File: src/rtl/mips_pkg.sv
// Shared types and constants for the MIPS pipeline control blocks.
package mips_pkg;

  typedef enum logic {
    RUN   = 1'b0,
    STALL = 1'b1
  } hcu_state_e;

  localparam logic [4:0] REG_ZERO       = 5'd0;
  localparam int         STAT_W_DEFAULT = 16;

  // True when destination d feeds a source operand of the instruction in ID.
  function automatic logic reg_match(input logic [4:0] d,
                                     input logic       valid,
                                     input logic [4:0] rs,
                                     input logic [4:0] rt,
                                     input logic       uses_rt);
    return valid && (d != REG_ZERO) && ((d == rs) || (uses_rt && (d == rt)));
  endfunction

endpackage

File: src/rtl/sat_counter.sv
// Up-counter that sticks at its all-ones value; async active-low clear.
module sat_counter #(
  parameter int WIDTH = 16
) (
  input  logic             clk,
  input  logic             rst_n,
  input  logic             inc_i,
  output logic [WIDTH-1:0] count_o
);

  logic [WIDTH-1:0] count_q;

  // NOTE: sequential state uses non-blocking assignments so every flop samples pre-edge values.
  always_ff @(posedge clk or negedge rst_n) begin
    if (!rst_n) begin
      count_q <= '0;
    end else if (inc_i && (count_q != {WIDTH{1'b1}})) begin
      count_q <= count_q + 1'b1;
    end
  end

  assign count_o = count_q;

endmodule

File: src/rtl/hazard_control_unit.sv
// Decode-stage hazard controller: Mealy stall/flush sequencing plus stall/flush statistics.
// Define HAZ_FORWARDING_EN when the forwarding unit is present (only load-use then stalls).
module hazard_control_unit
  import mips_pkg::*;
#(
  parameter int STAT_W = STAT_W_DEFAULT
) (
  input  logic              clk,
  input  logic              rst_n,
  input  logic              id_valid,
  input  logic [4:0]        id_rs,
  input  logic [4:0]        id_rt,
  input  logic              id_uses_rt,
  input  logic              ex_MemRead,
  input  logic              ex_RegWrite,
  input  logic [4:0]        ex_dest,
  input  logic              mem_RegWrite,
  input  logic [4:0]        mem_dest,
  input  logic              mem_branch_taken,
  output logic              PCWrite,
  output logic              IFIDWrite,
  output logic              ctrl_bubble,
  output logic              IFID_flush,
  output logic              IDEX_flush,
  output logic              EXMEM_flush,
  output logic [STAT_W-1:0] stall_cycles,
  output logic [STAT_W-1:0] flush_events
);

  hcu_state_e state_q, state_d;
  logic [1:0] cnt_q, cnt_d;
  logic [1:0] haz_len;
  logic       stall;
  logic       flush;

`ifdef HAZ_FORWARDING_EN
  logic unused_fwd;
  assign unused_fwd = ^{ex_RegWrite, mem_RegWrite, mem_dest};
  assign haz_len = (ex_MemRead && reg_match(ex_dest, id_valid, id_rs, id_rt, id_uses_rt))
                   ? 2'd1 : 2'd0;
`else
  logic unused_nofwd;
  assign unused_nofwd = ex_MemRead;
  assign haz_len = (ex_RegWrite && reg_match(ex_dest, id_valid, id_rs, id_rt, id_uses_rt))
                   ? 2'd2
                 : (mem_RegWrite && reg_match(mem_dest, id_valid, id_rs, id_rt, id_uses_rt))
                   ? 2'd1 : 2'd0;
`endif

  // NOTE: every always_comb output gets a default first so no path can infer a latch.
  always_comb begin
    state_d = state_q;
    cnt_d   = cnt_q;
    stall   = 1'b0;
    flush   = 1'b0;
    if (mem_branch_taken) begin
      // A taken branch squashes the stalled instruction, so the stall is dropped.
      flush   = 1'b1;
      state_d = RUN;
      cnt_d   = 2'd0;
    end else begin
      case (state_q)
        RUN: begin
          if (haz_len != 2'd0) begin
            stall = 1'b1;
          end
          if (haz_len == 2'd2) begin
            state_d = STALL;
            cnt_d   = 2'd1;
          end
        end
        STALL: begin
          stall = 1'b1;
          if (cnt_q == 2'd1) begin
            state_d = RUN;
            cnt_d   = 2'd0;
          end else begin
            cnt_d = cnt_q - 2'd1;
          end
        end
        default: begin
          state_d = RUN;
          cnt_d   = 2'd0;
        end
      endcase
    end
  end

  always_ff @(posedge clk or negedge rst_n) begin
    if (!rst_n) begin
      state_q <= RUN;
      cnt_q   <= 2'd0;
    end else begin
      state_q <= state_d;
      cnt_q   <= cnt_d;
    end
  end

  assign PCWrite     = ~stall;
  assign IFIDWrite   = ~stall;
  assign ctrl_bubble = stall;
  assign IFID_flush  = flush;
  assign IDEX_flush  = flush;
  assign EXMEM_flush = flush;

  sat_counter #(.WIDTH(STAT_W)) u_stall_cnt (
    .clk     (clk),
    .rst_n   (rst_n),
    .inc_i   (stall),
    .count_o (stall_cycles)
  );

  sat_counter #(.WIDTH(STAT_W)) u_flush_cnt (
    .clk     (clk),
    .rst_n   (rst_n),
    .inc_i   (flush),
    .count_o (flush_events)
  );

endmodule

File: config.mk
export PLATFORM = sky130hd
export DESIGN_NAME = hazard_control_unit
export DESIGN_NICKNAME = d
export VERILOG_FILES = /design/src/rtl/mips_pkg.sv /design/src/rtl/sat_counter.sv /design/src/rtl/hazard_control_unit.sv
export SDC_FILE = /design/constraint.sdc
export NUM_CORES = 1
export LEC_CHECK = 0
export ABC_AREA = 1
export CELL_PAD_IN_SITES_DETAIL_PLACEMENT = 0
export CELL_PAD_IN_SITES_GLOBAL_PLACEMENT = 1
export CORE_UTILIZATION = 37
export CTS_CLUSTER_DIAMETER = 150
export DETAILED_ROUTE_END_ITERATION = 12
export MAX_ROUTING_LAYER = met4
export PLACE_DENSITY = 0.93
export SYNTH_ARGS = -nofsm -noshare
export SYNTH_HDL_FRONTEND = slang
export SYNTH_HIERARCHICAL = 1
export SYNTH_SLANG_ARGS = --single-unit
File: constraint.sdc
create_clock -name clk -period 3.2 [get_ports clk]
set_input_delay 0.48 -clock clk [delete_from_list [all_inputs] [get_ports clk]]
set_output_delay 0.48 -clock clk [all_outputs]
set_load 0.01 [all_outputs]
==> results of run 1 <==
==> logic make-up after synthesis <==
| family | after synthesis | share of synthesized area, % |
|---|---|---|
| flip-flops | 35 | 32.2 |
| adder cells (fa/ha/maj) | 3 | 1.38 |
| AND/OR/NAND/NOR | 288 | 47.1 |
| AO/OA/AOI/OAI | 23 | 4.79 |
| XOR/XNOR | 14 | 4.51 |
| buffers and inverters | 60 | 9.95 |
==> routing by layer <==
layer	global-route usage (%)	wire length, µm	share of wire, %
met3	3.20	220	3.3
met4	4.32	38	0.58
met1	23.1	3140	48
met5	-	0	0
met2	32.7	3210	49
==> flip-flops by register name, summed over array words and instances, names as in the netlist <==
register,cells
state_q,1
cnt_q,2
u_stall_cnt/count_o,16
u_flush_cnt/count_o,16
==> layout make-up <==
| cell class | instances | area (µm²) |
|---|---|---|
| fill | 696 | 3410 |
| multi-input combinational | 328 | 1570 |
| sequential | 35 | 876 |
| timing repair buffer | 66 | 656 |
| inverter | 52 | 195 |
| tap | 96 | 120 |
| clock buffer | 5 | 68.8 |
| clock inverter | 3 | 43.8 |
==> critical path: stages <==
cell and delay (ns):
sky130_fd_sc_hd__clkdlybuf4s50_1 0.51, sky130_fd_sc_hd__inv_1 0.10, sky130_fd_sc_hd__nand2_1 0.06, sky130_fd_sc_hd__nand2_1 0.04
sky130_fd_sc_hd__nor2_1 0.11, sky130_fd_sc_hd__nand3_1 0.08, sky130_fd_sc_hd__nand2_1 0.09, sky130_fd_sc_hd__nand2_2 0.08
sky130_fd_sc_hd__nand3_2 0.08, sky130_fd_sc_hd__nand2_2 0.08, sky130_fd_sc_hd__inv_2 0.10, sky130_fd_sc_hd__clkdlybuf4s50_1 0.55
==> worst min path at each step <==
stage                                         to              startpoint  depth (start not counted)
after floorplan                         cnt_q[0]                   rst_n                          0
after global placement                  cnt_q[1]                cnt_q[1]                          2
after detailed placement  u_flush_cnt/count_o[1]  u_flush_cnt/count_o[1]                          2
after CTS                 u_flush_cnt/count_o[1]  u_flush_cnt/count_o[1]                          2
after global routing                    cnt_q[0]                cnt_q[0]                          2
final                                   cnt_q[0]                cnt_q[0]                          2
==> through the flow <==
step	hold slack, ns	cells
4_1_cts	0.566	585
3_5_place_dp	0.546	577
6_report	0.565	585
3_3_place_gp	0.532	577
5_1_grt	0.593	585
2_1_floorplan	0.184	423
==> cells in the mapped netlist <==
| library cell | n | area, µm² |
|---|---|---|
| sky130_fd_sc_hd__nand2_1 | 184 | 691 |
| sky130_fd_sc_hd__inv_1 | 47 | 176 |
| sky130_fd_sc_hd__nor2_1 | 42 | 158 |
| sky130_fd_sc_hd__dfrtp_1 | 35 | 876 |
| sky130_fd_sc_hd__nand3_1 | 23 | 115 |
| sky130_fd_sc_hd__o21ai_0 | 17 | 85.1 |
| sky130_fd_sc_hd__xnor2_1 | 12 | 105 |
| sky130_fd_sc_hd__nand4_1 | 11 | 68.8 |
| sky130_fd_sc_hd__nand2_2 | 10 | 62.6 |
| sky130_fd_sc_hd__nor2_4 | 8 | 90.1 |
| sky130_fd_sc_hd__nor2_2 | 6 | 37.5 |
| sky130_fd_sc_hd__inv_2 | 5 | 18.8 |
| sky130_fd_sc_hd__buf_4 | 4 | 30.0 |
| sky130_fd_sc_hd__buf_6 | 4 | 45.0 |
| sky130_fd_sc_hd__o21ai_2 | 4 | 35.0 |
| sky130_fd_sc_hd__ha_1 | 3 | 37.5 |
| sky130_fd_sc_hd__a21oi_1 | 2 | 10.0 |
| sky130_fd_sc_hd__nand4_4 | 2 | 42.5 |
| sky130_fd_sc_hd__xor2_1 | 2 | 17.5 |
| sky130_fd_sc_hd__nand3_2 | 1 | 10.0 |
| sky130_fd_sc_hd__nor3_1 | 1 | 5.00 |
==> power by group <==
part,leakage (nW),switching (W),internal (W)
sequential,0.447,0.000121,0.000519
clock,0.0581,0.000170,0.000232
combinational,1.17,0.000257,0.000268
==> metrics.txt, run 1 <==
# TYPE chip_impl_metric gauge
chip_impl_metric{name="htree_levels",unit=""} 2
chip_impl_metric{name="cell_area_after_technology_mapping",unit="µm²"} 2720
chip_impl_metric{name="num_rows",unit=""} 30
chip_impl_metric{name="routed_length_per_placed_instance",unit="µm"} 11.3
chip_impl_metric{name="coreArea",unit="µm²"} 6940
chip_impl_metric{name="post_cts_resized",unit=""} 0
chip_impl_metric{name="initial_utilization",unit="%"} 39.1
chip_impl_metric{name="syn-num-nets",unit=""} 454
chip_impl_metric{name="ys_seq_area_share",unit="%"} 32.2
chip_impl_metric{name="gp_congestion",unit=""} 0.805
chip_impl_metric{name="final.period_utilization",unit="%"} 88.6
chip_impl_metric{name="clock_insertion_delay_worst_skew",unit="ns"} 0.29
chip_impl_info{name="worst_setup_path_endpoint",value="ctrl_bubble"} 1
chip_impl_metric{name="finalPower",unit="W"} 0.00157
chip_impl_metric{name="wire_length_after_detailed_routing",unit="µm"} 6610
chip_impl_metric{name="maxSlewViolCount",unit=""} 0
chip_impl_metric{name="fp.dieW",unit="µm"} 87.7
chip_impl_metric{name="hold_buffers",unit=""} 0
chip_impl_info{name="run_status",value="completed"} 1
chip_impl_info{name="r2r_end",value="u_stall_cnt/count_o[9]"} 1
chip_impl_info{name="critPathKind",value="input pin to output port"} 1
chip_impl_metric{name="buffer_ports.inserted",unit=""} 64
chip_impl_info{name="mostFrequentLayoutCells",value="sky130_fd_sc_hd__nand2_1 (184), sky130_fd_sc_hd__clkdlybuf4s50_1 (64), sky130_fd_sc_hd__inv_1 (47), sky130_fd_sc_hd__nor2_1 (42), sky130_fd_sc_hd__dfrtp_1 (35)"} 1
chip_impl_metric{name="final.setup_skew",unit="ns"} 0.00590
chip_impl_metric{name="slack_of_the_worst_reg_to_reg_path",unit="ns"} 1.47
chip_impl_metric{name="critical_path_peak_fanout",unit=""} 4
chip_impl_metric{name="timing.critical_path.arrival",unit="ns"} 2.35
chip_impl_metric{name="max_cap_violations",unit=""} 0
chip_impl_metric{name="total_leakage_power",unit="nW"} 1.67
chip_impl_metric{name="final_cell_utilization_of_the_core",unit="%"} 50.8
chip_impl_metric{name="fin_nets",unit=""} 519
chip_impl_metric{name="required",unit="ns"} 2.72
chip_impl_metric{name="worstMarginPinSlew",unit="ns"} 0.458
chip_impl_metric{name="cts_setup_buffers",unit=""} 0
chip_impl_metric{name="maxClockFrequency",unit="GHz"} 0.353
chip_impl_metric{name="number_of_global_route_vias_before_repair",unit=""} 2591
chip_impl_info{name="startpoint_of_the_worst_slack_reg_to_reg_timing_path",value="u_stall_cnt/count_o[0]"} 1
chip_impl_metric{name="die_area",unit="µm²"} 7690
chip_impl_info{name="layout.cells.most_common",value="sky130_fd_sc_hd__nand2_1"} 1
chip_impl_metric{name="layout_setup_ws",unit="ns"} 0.366
chip_impl_metric{name="ys_ff_latch",unit=""} 35
chip_impl_metric{name="worst_setup_hold_path_clk_slew",unit="ns"} 0.07
chip_impl_info{name="critPathLaunch",value="ex_dest[3]"} 1
chip_impl_metric{name="synth_warnings",unit=""} 6
chip_impl_metric{name="worst_ir_drop_vdd",unit="mV"} 0.206
chip_impl_metric{name="drive_above_1_share",unit="%"} 9.41
chip_impl_metric{name="detail_route.vias_per_cell",unit=""} 4.63
chip_impl_metric{name="detailroute.via_count",unit=""} 2707
chip_impl_metric{name="placed_cell_area",unit="µm²"} 3420
chip_impl_metric{name="wire_length_of_the_first_global_routing_pass",unit="µm"} 11200
chip_impl_metric{name="flow.area_growth_from_synthesis",unit="%"} 29.9
chip_impl_metric{name="antenna_cells",unit=""} 0
chip_impl_metric{name="slew_headroom",unit="%"} 69.3
chip_impl_metric{name="cts-buffers-inserted",unit=""} 5
chip_impl_metric{name="overflow",unit=""} 0
chip_impl_info{name="worstHoldPathType",value="flop to flop"} 1
chip_impl_metric{name="report.final.hold_viol_count",unit=""} 0
chip_impl_metric{name="clkSinkCount",unit=""} 35
chip_impl_info{name="cts_tree",value="built"} 1
chip_impl_metric{name="p_per_area",unit="nW/µm²"} 444
chip_impl_info{name="clockRootBuffer",value="sky130_fd_sc_hd__clkbuf_8"} 1
chip_impl_metric{name="drt_pre_antenna_iters",unit=""} 4
chip_impl_metric{name="antenna_found_initial",unit=""} 0
chip_impl_metric{name="pin_count_of_the_biggest_net_entering_global_routing",unit=""} 36
chip_impl_metric{name="dpl.hpwl",unit="µm"} 5070
chip_impl_metric{name="drt_iter0_drc",unit=""} 120
chip_impl_metric{name="ant_nets",unit=""} 0
chip_impl_metric{name="finalSetupViolations",unit=""} 0
chip_impl_metric{name="postSynthCellCount",unit=""} 423
chip_impl_metric{name="area_of_all_placed_cells_without_fillers",unit="µm²"} 3530
chip_impl_metric{name="worst-r2r-cell-count",unit=""} 7
chip_impl_info{name="rsz0062_at_grt",value="false"} 1
chip_impl_metric{name="ctsLongestPathBuffers",unit=""} 2
chip_impl_metric{name="drc_errors",unit=""} 0
chip_impl_info{name="worstSetupEndpointType",value="output port"} 1
chip_impl_info{name="cp-start-kind",value="input pin"} 1
chip_impl_metric{name="globalRouteTotalUtil",unit="%"} 18.9
chip_impl_metric{name="synth.distinct_cells",unit=""} 21
chip_impl_metric{name="fp.dieH",unit="µm"} 87.7
chip_impl_metric{name="post-route-min-period",unit="ns"} 2.83
chip_impl_metric{name="top_level_ports",unit=""} 66
chip_impl_metric{name="pre_cts_ws",unit="ns"} 0.344
chip_impl_metric{name="setup_tns",unit="ns"} 0
chip_impl_metric{name="per_instance_average_area_after_synthesis",unit="µm²"} 6.42
Note: power is estimated with default switching activity, not from simulation.
==> inputs of run 2 (changes only) <==
--- a/config.mk
+++ b/config.mk
@@ -6,13 +6,10 @@
 export NUM_CORES = 1
 export LEC_CHECK = 0
 export ABC_AREA = 1
-export CELL_PAD_IN_SITES_DETAIL_PLACEMENT = 0
-export CELL_PAD_IN_SITES_GLOBAL_PLACEMENT = 1
-export CORE_UTILIZATION = 37
-export CTS_CLUSTER_DIAMETER = 150
+export CORE_UTILIZATION = 45
 export DETAILED_ROUTE_END_ITERATION = 12
 export MAX_ROUTING_LAYER = met4
-export PLACE_DENSITY = 0.93
+export PLACE_DENSITY = 0.81
 export SYNTH_ARGS = -nofsm -noshare
 export SYNTH_HDL_FRONTEND = slang
 export SYNTH_HIERARCHICAL = 1
==> constraint.sdc (replaced) <==
create_clock -name clk -period 2.8 [get_ports clk]
set_input_delay 0.42 -clock clk [delete_from_list [all_inputs] [get_ports clk]]
set_output_delay 0.42 -clock clk [all_outputs]
set_load 0.01 [all_outputs]
==> run 2 against run 1 <==
Against the previous run: total power is 15% higher; sequential share of layout area increased by 0.14 points; sequential power is 14% higher; clock skew about the same; worst setup slack got worse by 0.24 ns; final cell count down 3.9%; first-iteration DRC count increased by 79%; die area down 17%; sequential cell count stayed put; critical path type unchanged; largest cell class unchanged; largest power group unchanged; highest routed layer unchanged.
==> metrics.txt, run 2 (synthesized netlist as in run 1, its figures left out) <==
# TYPE chip_impl_metric gauge
chip_impl_metric{name="overflow",unit=""} 0
chip_impl_info{name="cpMaxStageDelayCell",value="sky130_fd_sc_hd__clkdlybuf4s50_1"} 1
chip_impl_metric{name="pre_cts_ws",unit="ns"} 0.117
chip_impl_metric{name="detailroute.via_count",unit=""} 2811
chip_impl_metric{name="clkSinkCount",unit=""} 35
chip_impl_metric{name="top_level_ports",unit=""} 66
chip_impl_metric{name="maxClockFrequency",unit="GHz"} 0.374
chip_impl_metric{name="timing.critical_path.arrival",unit="ns"} 2.26
chip_impl_metric{name="wire_length_after_detailed_routing",unit="µm"} 6490
chip_impl_metric{name="dpl.hpwl",unit="µm"} 4960
chip_impl_metric{name="setup_tns",unit="ns"} 0
chip_impl_metric{name="initial_utilization",unit="%"} 47.9
chip_impl_metric{name="gp_congestion",unit=""} 0.911
chip_impl_info{name="critPathKind",value="input pin to output port"} 1
chip_impl_metric{name="flow.area_growth_from_synthesis",unit="%"} 29.2
chip_impl_metric{name="drt_iter0_drc",unit=""} 215
chip_impl_metric{name="antenna_cells",unit=""} 0
chip_impl_metric{name="critical_path_peak_fanout",unit=""} 4
chip_impl_metric{name="required",unit="ns"} 2.38
chip_impl_metric{name="hold_buffers",unit=""} 0
chip_impl_info{name="worstHoldPathType",value="input pin to asynchronous set/reset pin"} 1
chip_impl_metric{name="antenna_found_initial",unit=""} 0
chip_impl_metric{name="fp.dieW",unit="µm"} 79.7
chip_impl_metric{name="fillers",unit=""} 526
chip_impl_metric{name="final.period_utilization",unit="%"} 95.6
chip_impl_metric{name="drc_errors",unit=""} 0
chip_impl_metric{name="post-route-min-period",unit="ns"} 2.68
chip_impl_info{name="cp-start-kind",value="input pin"} 1
chip_impl_metric{name="num_rows",unit=""} 27
chip_impl_metric{name="finalSetupViolations",unit=""} 0
chip_impl_metric{name="coreArea",unit="µm²"} 5680
chip_impl_metric{name="drive_above_1_share",unit="%"} 9.59
chip_impl_info{name="crit_chain",value="clkdlybuf4s50_1 -> inv_2 -> nand2_1 -> nand2_1 -> nor2_1 -> nand3_1 -> nand2_1 -> nand2_2 -> nand3_2 -> nand2_2 -> inv_2 -> clkdlybuf4s50_1"} 1
chip_impl_metric{name="worst_ir_drop_vdd",unit="mV"} 0.405
chip_impl_metric{name="worst_setup_hold_path_clk_slew",unit="ns"} 0.08
chip_impl_metric{name="max_cap_violations",unit=""} 0
chip_impl_info{name="cts_tree",value="built"} 1
chip_impl_metric{name="maxSlewViolCount",unit=""} 0
chip_impl_metric{name="pin_count_of_the_biggest_net_entering_global_routing",unit=""} 36
chip_impl_info{name="clockRootBuffer",value="sky130_fd_sc_hd__clkbuf_8"} 1
chip_impl_metric{name="globalRouteTotalUtil",unit="%"} 22.2
chip_impl_metric{name="fp.dieH",unit="µm"} 79.7
chip_impl_metric{name="cpPeakStageDelay",unit="ns"} 0.55
chip_impl_info{name="rsz0062_at_grt",value="false"} 1
chip_impl_metric{name="ant_nets",unit=""} 0
chip_impl_metric{name="detail_route.vias_per_cell",unit=""} 5.00
chip_impl_info{name="layout.cells.most_common",value="sky130_fd_sc_hd__nand2_1"} 1
chip_impl_metric{name="critPathBufInv",unit=""} 4
chip_impl_metric{name="fin_nets",unit=""} 520
chip_impl_metric{name="slew_headroom",unit="%"} 68.0
chip_impl_metric{name="ctsLongestPathBuffers",unit=""} 2
chip_impl_info{name="critical_path.most_common_cell",value="sky130_fd_sc_hd__nand2_1"} 1
chip_impl_metric{name="final.setup_skew",unit="ns"} 0.00617
chip_impl_metric{name="report.final.hold_viol_count",unit=""} 0
chip_impl_info{name="mostFrequentLayoutCells",value="sky130_fd_sc_hd__nand2_1 (184), sky130_fd_sc_hd__clkdlybuf4s50_1 (63), sky130_fd_sc_hd__inv_1 (47), sky130_fd_sc_hd__nor2_1 (42), sky130_fd_sc_hd__dfrtp_1 (35)"} 1
chip_impl_metric{name="p_per_area",unit="nW/µm²"} 512
chip_impl_metric{name="worstMarginPinSlew",unit="ns"} 0.478
chip_impl_metric{name="post_cts_resized",unit=""} 0
chip_impl_metric{name="wire_length_of_the_first_global_routing_pass",unit="µm"} 10800
chip_impl_metric{name="clock_insertion_delay_worst_skew",unit="ns"} 0.29
chip_impl_metric{name="routed_length_per_placed_instance",unit="µm"} 11.6
chip_impl_info{name="critical-path-top-delay-family",value="buffers and inverters"} 1
chip_impl_metric{name="drt_pre_antenna_iters",unit=""} 4
chip_impl_info{name="worstSetupEndpointType",value="output port"} 1
chip_impl_metric{name="layout_setup_ws",unit="ns"} 0.124
chip_impl_metric{name="cts-buffers-inserted",unit=""} 5
chip_impl_metric{name="number_of_global_route_vias_before_repair",unit=""} 2561
chip_impl_info{name="run_status",value="completed"} 1
chip_impl_metric{name="total_leakage_power",unit="nW"} 1.69
chip_impl_metric{name="buffer_ports.inserted",unit=""} 64
chip_impl_metric{name="cts_setup_buffers",unit=""} 0
chip_impl_metric{name="die_area",unit="µm²"} 6350
chip_impl_metric{name="htree_levels",unit=""} 2
==> run 2: cell types whose count changed in the layout (fill, tap and decap cells not counted) <==
cell and delta:
sky130_fd_sc_hd__buf_4 +1, sky130_fd_sc_hd__clkdlybuf4s50_1 -1, sky130_fd_sc_hd__dlymetal6s2s_1 +1
==> run 2: power by group <==
group	internal [W]	leakage (nW)	switching [W]
Sequential	0.000593	0.447	0.000136
Combinational	0.000308	1.18	0.000299
Clock	0.000265	0.0581	0.000197
Total	0.00117	1.69	0.000632
==> run 2: worst paths after layout <==
kind | start | to | slack [ns] | depth (start not counted)
max in group asynchronous | rst_n | u_flush_cnt/count_o[15] | 1.94 | 2
setup / recovery | ex_dest[0] | ctrl_bubble | 0.12 | 12
hold / removal | rst_n | u_flush_cnt/count_o[9] | 0.54 | 2
hold reg to reg | cnt_q[1] | cnt_q[1] | 0.56 | 2
setup reg to reg | u_stall_cnt/count_o[0] | u_stall_cnt/count_o[11] | 1.08 | 8
min in group clk | cnt_q[1] | cnt_q[1] | 0.56 | 2
==> run 2: layout make-up <==
cell class / count / area, µm² / area share, %
Inverter: 52 / 195 / 5.56
Sequential cell: 35 / 876 / 25.0
Tap cell: 72 / 90.1 / 2.57
Multi-Input combinational cell: 328 / 1570 / 44.7
Timing Repair Buffer: 67 / 666 / 19.0
Clock buffer: 5 / 68.8 / 1.96
Clock inverter: 3 / 43.8 / 1.25
==> run 2: metrics by stage <==
stage	power (W)	utilization (%)	hold slack [ns]	cells	area, µm²
final	0.00180	61.8	0.541	562	3510
after floorplan	0.00103	-	0.124	423	2720
after CTS	0.00181	61.8	0.551	562	3510
after detailed placement	0.00135	59.8	0.547	554	3390
after global placement	0.00132	59.8	0.532	554	3390
after global routing	0.00192	61.8	0.585	562	3510
==> run 2: metal layers <==
layer / GRT usage, % / vias up / wire length, µm
met2: 38.5 / 80 / 3330
met1: 25.8 / 1280 / 2810
li1: - / 1442 / -
met3: 4.00 / 9 / 282
met5: - / - / 0
met4: 6.91 / 0 / 78
==> run 2: worst register-to-register path: stages, from the launching register on <==
cell and delay [ns]:
sky130_fd_sc_hd__dfrtp_1 0.45, sky130_fd_sc_hd__ha_1 0.32, sky130_fd_sc_hd__inv_2 0.12, sky130_fd_sc_hd__nor2_4 0.05, sky130_fd_sc_hd__nand2_2 0.10, sky130_fd_sc_hd__nor2_4 0.05
sky130_fd_sc_hd__nor2_4 0.32, sky130_fd_sc_hd__nand2_1 0.14, sky130_fd_sc_hd__o21ai_2 0.09
==> inputs of run 3 (changes only) <==
--- a/config.mk
+++ b/config.mk
@@ -6,7 +6,9 @@
 export NUM_CORES = 1
 export LEC_CHECK = 0
 export ABC_AREA = 1
+export CORE_MARGIN = 2
 export CORE_UTILIZATION = 45
+export CTS_CLUSTER_DIAMETER = 40
 export DETAILED_ROUTE_END_ITERATION = 12
 export MAX_ROUTING_LAYER = met4
 export PLACE_DENSITY = 0.81
==> run 3 against run 2 <==
Against the previous run: register-to-register slack improved by 0.03 ns; combinational power fell by 1%; maximum frequency rose by 4.5%; via count fell by 2.6%; critical endpoint is now IFIDWrite; worst hold slack improved by 0.0017 ns; clock power fell by 20%; critical path type unchanged; sequential cell count did not move.
==> metrics.txt, run 3 (synthesized netlist as in run 1, its figures left out) <==
# TYPE chip_impl_metric gauge
chip_impl_metric{name="final_cell_utilization_of_the_core",unit="%"} 59.1
chip_impl_metric{name="p_per_area",unit="nW/µm²"} 487
chip_impl_metric{name="area_of_all_placed_cells_without_fillers",unit="µm²"} 3480
chip_impl_metric{name="num_rows",unit=""} 28
chip_impl_metric{name="total_leakage_power",unit="nW"} 1.67
chip_impl_info{name="cts_tree",value="built"} 1
chip_impl_info{name="mostFrequentLayoutCells",value="sky130_fd_sc_hd__nand2_1 (184), sky130_fd_sc_hd__clkdlybuf4s50_1 (63), sky130_fd_sc_hd__inv_1 (47), sky130_fd_sc_hd__nor2_1 (42), sky130_fd_sc_hd__dfrtp_1 (35)"} 1
chip_impl_metric{name="pin_count_of_the_biggest_net_entering_global_routing",unit=""} 36
chip_impl_metric{name="final.setup_skew",unit="ns"} 0.00810
chip_impl_metric{name="wire_length_of_the_first_global_routing_pass",unit="µm"} 10800
chip_impl_info{name="r2r_end",value="u_stall_cnt/count_o[5]"} 1
chip_impl_metric{name="ctsLongestPathBuffers",unit=""} 2
chip_impl_metric{name="fin_hold_ws",unit="ns"} 0.542
chip_impl_info{name="critPathKind",value="input pin to output port"} 1
chip_impl_metric{name="worst-r2r-cell-count",unit=""} 7
chip_impl_metric{name="ant_nets",unit=""} 0
chip_impl_metric{name="top_level_ports",unit=""} 66
chip_impl_info{name="rsz0062_at_grt",value="false"} 1
chip_impl_metric{name="drc_errors",unit=""} 0
chip_impl_metric{name="post-route-min-period",unit="ns"} 2.56
chip_impl_metric{name="detailroute.via_count",unit=""} 2737
chip_impl_metric{name="number_of_global_route_vias_before_repair",unit=""} 2481
chip_impl_metric{name="slew_headroom",unit="%"} 69.9
chip_impl_metric{name="hold_buffers",unit=""} 0
chip_impl_metric{name="clock_insertion_delay_worst_skew",unit="ns"} 0.30
chip_impl_metric{name="buffer_ports.inserted",unit=""} 64
chip_impl_info{name="worstSetupEndpointType",value="output port"} 1
chip_impl_info{name="crit_chain",value="clkdlybuf4s50_1 -> nor3_1 -> nand3_1 -> nand3_1 -> inv_1 -> nand2_1 -> nand3_2 -> nand2_2 -> clkdlybuf4s50_1"} 1
chip_impl_metric{name="fin_nets",unit=""} 519
chip_impl_metric{name="dpl.hpwl",unit="µm"} 4850
chip_impl_info{name="clockRootBuffer",value="sky130_fd_sc_hd__clkbuf_8"} 1
chip_impl_metric{name="globalRouteTotalUtil",unit="%"} 21.0
chip_impl_metric{name="maxSlewViolCount",unit=""} 0
chip_impl_metric{name="max_cap_violations",unit=""} 0
chip_impl_metric{name="final.period_utilization",unit="%"} 91.4
chip_impl_metric{name="flow.area_growth_from_synthesis",unit="%"} 28.1
chip_impl_metric{name="timing.critical_path.arrival",unit="ns"} 2.14
chip_impl_metric{name="detail_route.vias_per_cell",unit=""} 4.85
chip_impl_metric{name="cts-buffers-inserted",unit=""} 5
chip_impl_metric{name="fp.dieH",unit="µm"} 81.7
chip_impl_metric{name="fillers",unit=""} 564
chip_impl_metric{name="maxClockFrequency",unit="GHz"} 0.391
chip_impl_metric{name="overflow",unit=""} 0
chip_impl_metric{name="worst_setup_hold_path_clk_slew",unit="ns"} 0.07
chip_impl_metric{name="wire_length_after_detailed_routing",unit="µm"} 6280
chip_impl_metric{name="required",unit="ns"} 2.38
chip_impl_metric{name="antenna_cells",unit=""} 0
chip_impl_metric{name="cpPeakStageDelay",unit="ns"} 0.54
chip_impl_metric{name="finalSetupViolations",unit=""} 0
chip_impl_metric{name="setup_tns",unit="ns"} 0
chip_impl_metric{name="die_area",unit="µm²"} 6670
chip_impl_metric{name="drt_iter0_drc",unit=""} 137
chip_impl_metric{name="slack_of_the_worst_reg_to_reg_path",unit="ns"} 1.11
chip_impl_metric{name="worst_ir_drop_vdd",unit="mV"} 0.255
chip_impl_metric{name="layout_setup_ws",unit="ns"} 0.239
chip_impl_metric{name="critical_path_peak_fanout",unit=""} 5
chip_impl_metric{name="worstMarginPinSlew",unit="ns"} 0.451
chip_impl_info{name="worstHoldPathType",value="input pin to asynchronous set/reset pin"} 1
chip_impl_metric{name="antenna_found_initial",unit=""} 0
chip_impl_info{name="run_status",value="completed"} 1
chip_impl_metric{name="coreArea",unit="µm²"} 5890
chip_impl_metric{name="initial_utilization",unit="%"} 46.2
chip_impl_metric{name="clkSinkCount",unit=""} 35
chip_impl_metric{name="htree_levels",unit=""} 2
chip_impl_metric{name="drt_pre_antenna_iters",unit=""} 4
chip_impl_metric{name="drive_above_1_share",unit="%"} 9.20
chip_impl_metric{name="report.final.hold_viol_count",unit=""} 0
chip_impl_info{name="startpoint_of_the_worst_slack_reg_to_reg_timing_path",value="u_stall_cnt/count_o[0]"} 1
chip_impl_metric{name="fp.dieW",unit="µm"} 81.7
chip_impl_info{name="layout.cells.most_common",value="sky130_fd_sc_hd__nand2_1"} 1
chip_impl_metric{name="gp_congestion",unit=""} 0.876
chip_impl_metric{name="pre_cts_ws",unit="ns"} 0.0855
chip_impl_metric{name="placed_cell_area",unit="µm²"} 3390
chip_impl_metric{name="routed_length_per_placed_instance",unit="µm"} 11.1
chip_impl_info{name="cp-start-kind",value="input pin"} 1
chip_impl_info{name="cpMaxStageDelayCell",value="sky130_fd_sc_hd__clkdlybuf4s50_1"} 1
[run 3: cell count changes in the layout (fill, tap and decap cells not counted)]
cell / change
sky130_fd_sc_hd__clkinvlp_4: +1
sky130_fd_sc_hd__clkbuf_1: +1
sky130_fd_sc_hd__clkinv_4: -1
sky130_fd_sc_hd__bufinv_16: -1
sky130_fd_sc_hd__buf_4: -1
[run 3: worst max path at each step]
stage / start / slack [ns] / end / depth (start not counted)
final: mem_dest[2] / 0.24 / IFIDWrite / 9
after CTS: ex_dest[0] / 0.07 / ctrl_bubble / 12
after floorplan: ex_dest[4] / 1.09 / u_stall_cnt/count_o[15] / 17
after global placement: ex_dest[0] / 0.08 / ctrl_bubble / 12
after global routing: mem_dest[2] / 0.11 / IFIDWrite / 9
after detailed placement: ex_dest[0] / 0.09 / ctrl_bubble / 12
[run 3: critical path: cells and delay by family]
kind / cells / cell delay [ns]
buffers and inverters: 3 / 1.08
and+or+nand+nor: 6 / 0.64
[run 3: metal layers]
| layer | wire length, µm | share of wire [%] | up-vias | global-route usage (%) |
|---|---|---|---|---|
| li1 | - | - | 1431 | - |
| met1 | 2900 | 46 | 1230 | 26.5 |
| met2 | 3010 | 48 | 66 | 34.8 |
| met3 | 248 | 4.0 | 10 | 3.30 |
| met4 | 119 | 1.9 | 0 | 6.33 |
| met5 | 0 | 0 | - | - |
[run 3: layout make-up]
type / count / area, µm² / area share, %
Tap cell: 75 / 93.8 / 2.70
Timing Repair Buffer: 66 / 658 / 18.9
Sequential cell: 35 / 876 / 25.2
Inverter: 52 / 195 / 5.61
Clock inverter: 2 / 12.5 / 0.360
Clock buffer: 6 / 72.6 / 2.09
Multi-Input combinational cell: 328 / 1570 / 45.1
[run 3: where the power goes]
part | internal [W] | switching (W)
Clock | 0.000174 | 0.000195
Combinational | 0.000307 | 0.000293
Sequential | 0.000593 | 0.000132
[run 3: repair_timing]
action / in CTS / in global routing
buffers inserted: 0 / 0
endpoints found under the setup margin: 0 / 1
resized for setup: 0 / 1
[run 3: stage by stage]
| step | instances | power (W) |
|---|---|---|
| finish | 564 | 0.00169 |
| global route | 564 | 0.00182 |
| CTS | 564 | 0.00171 |
| detailed placement | 556 | 0.00133 |
| global placement | 556 | 0.00132 |
| floorplan | 423 | 0.00103 |
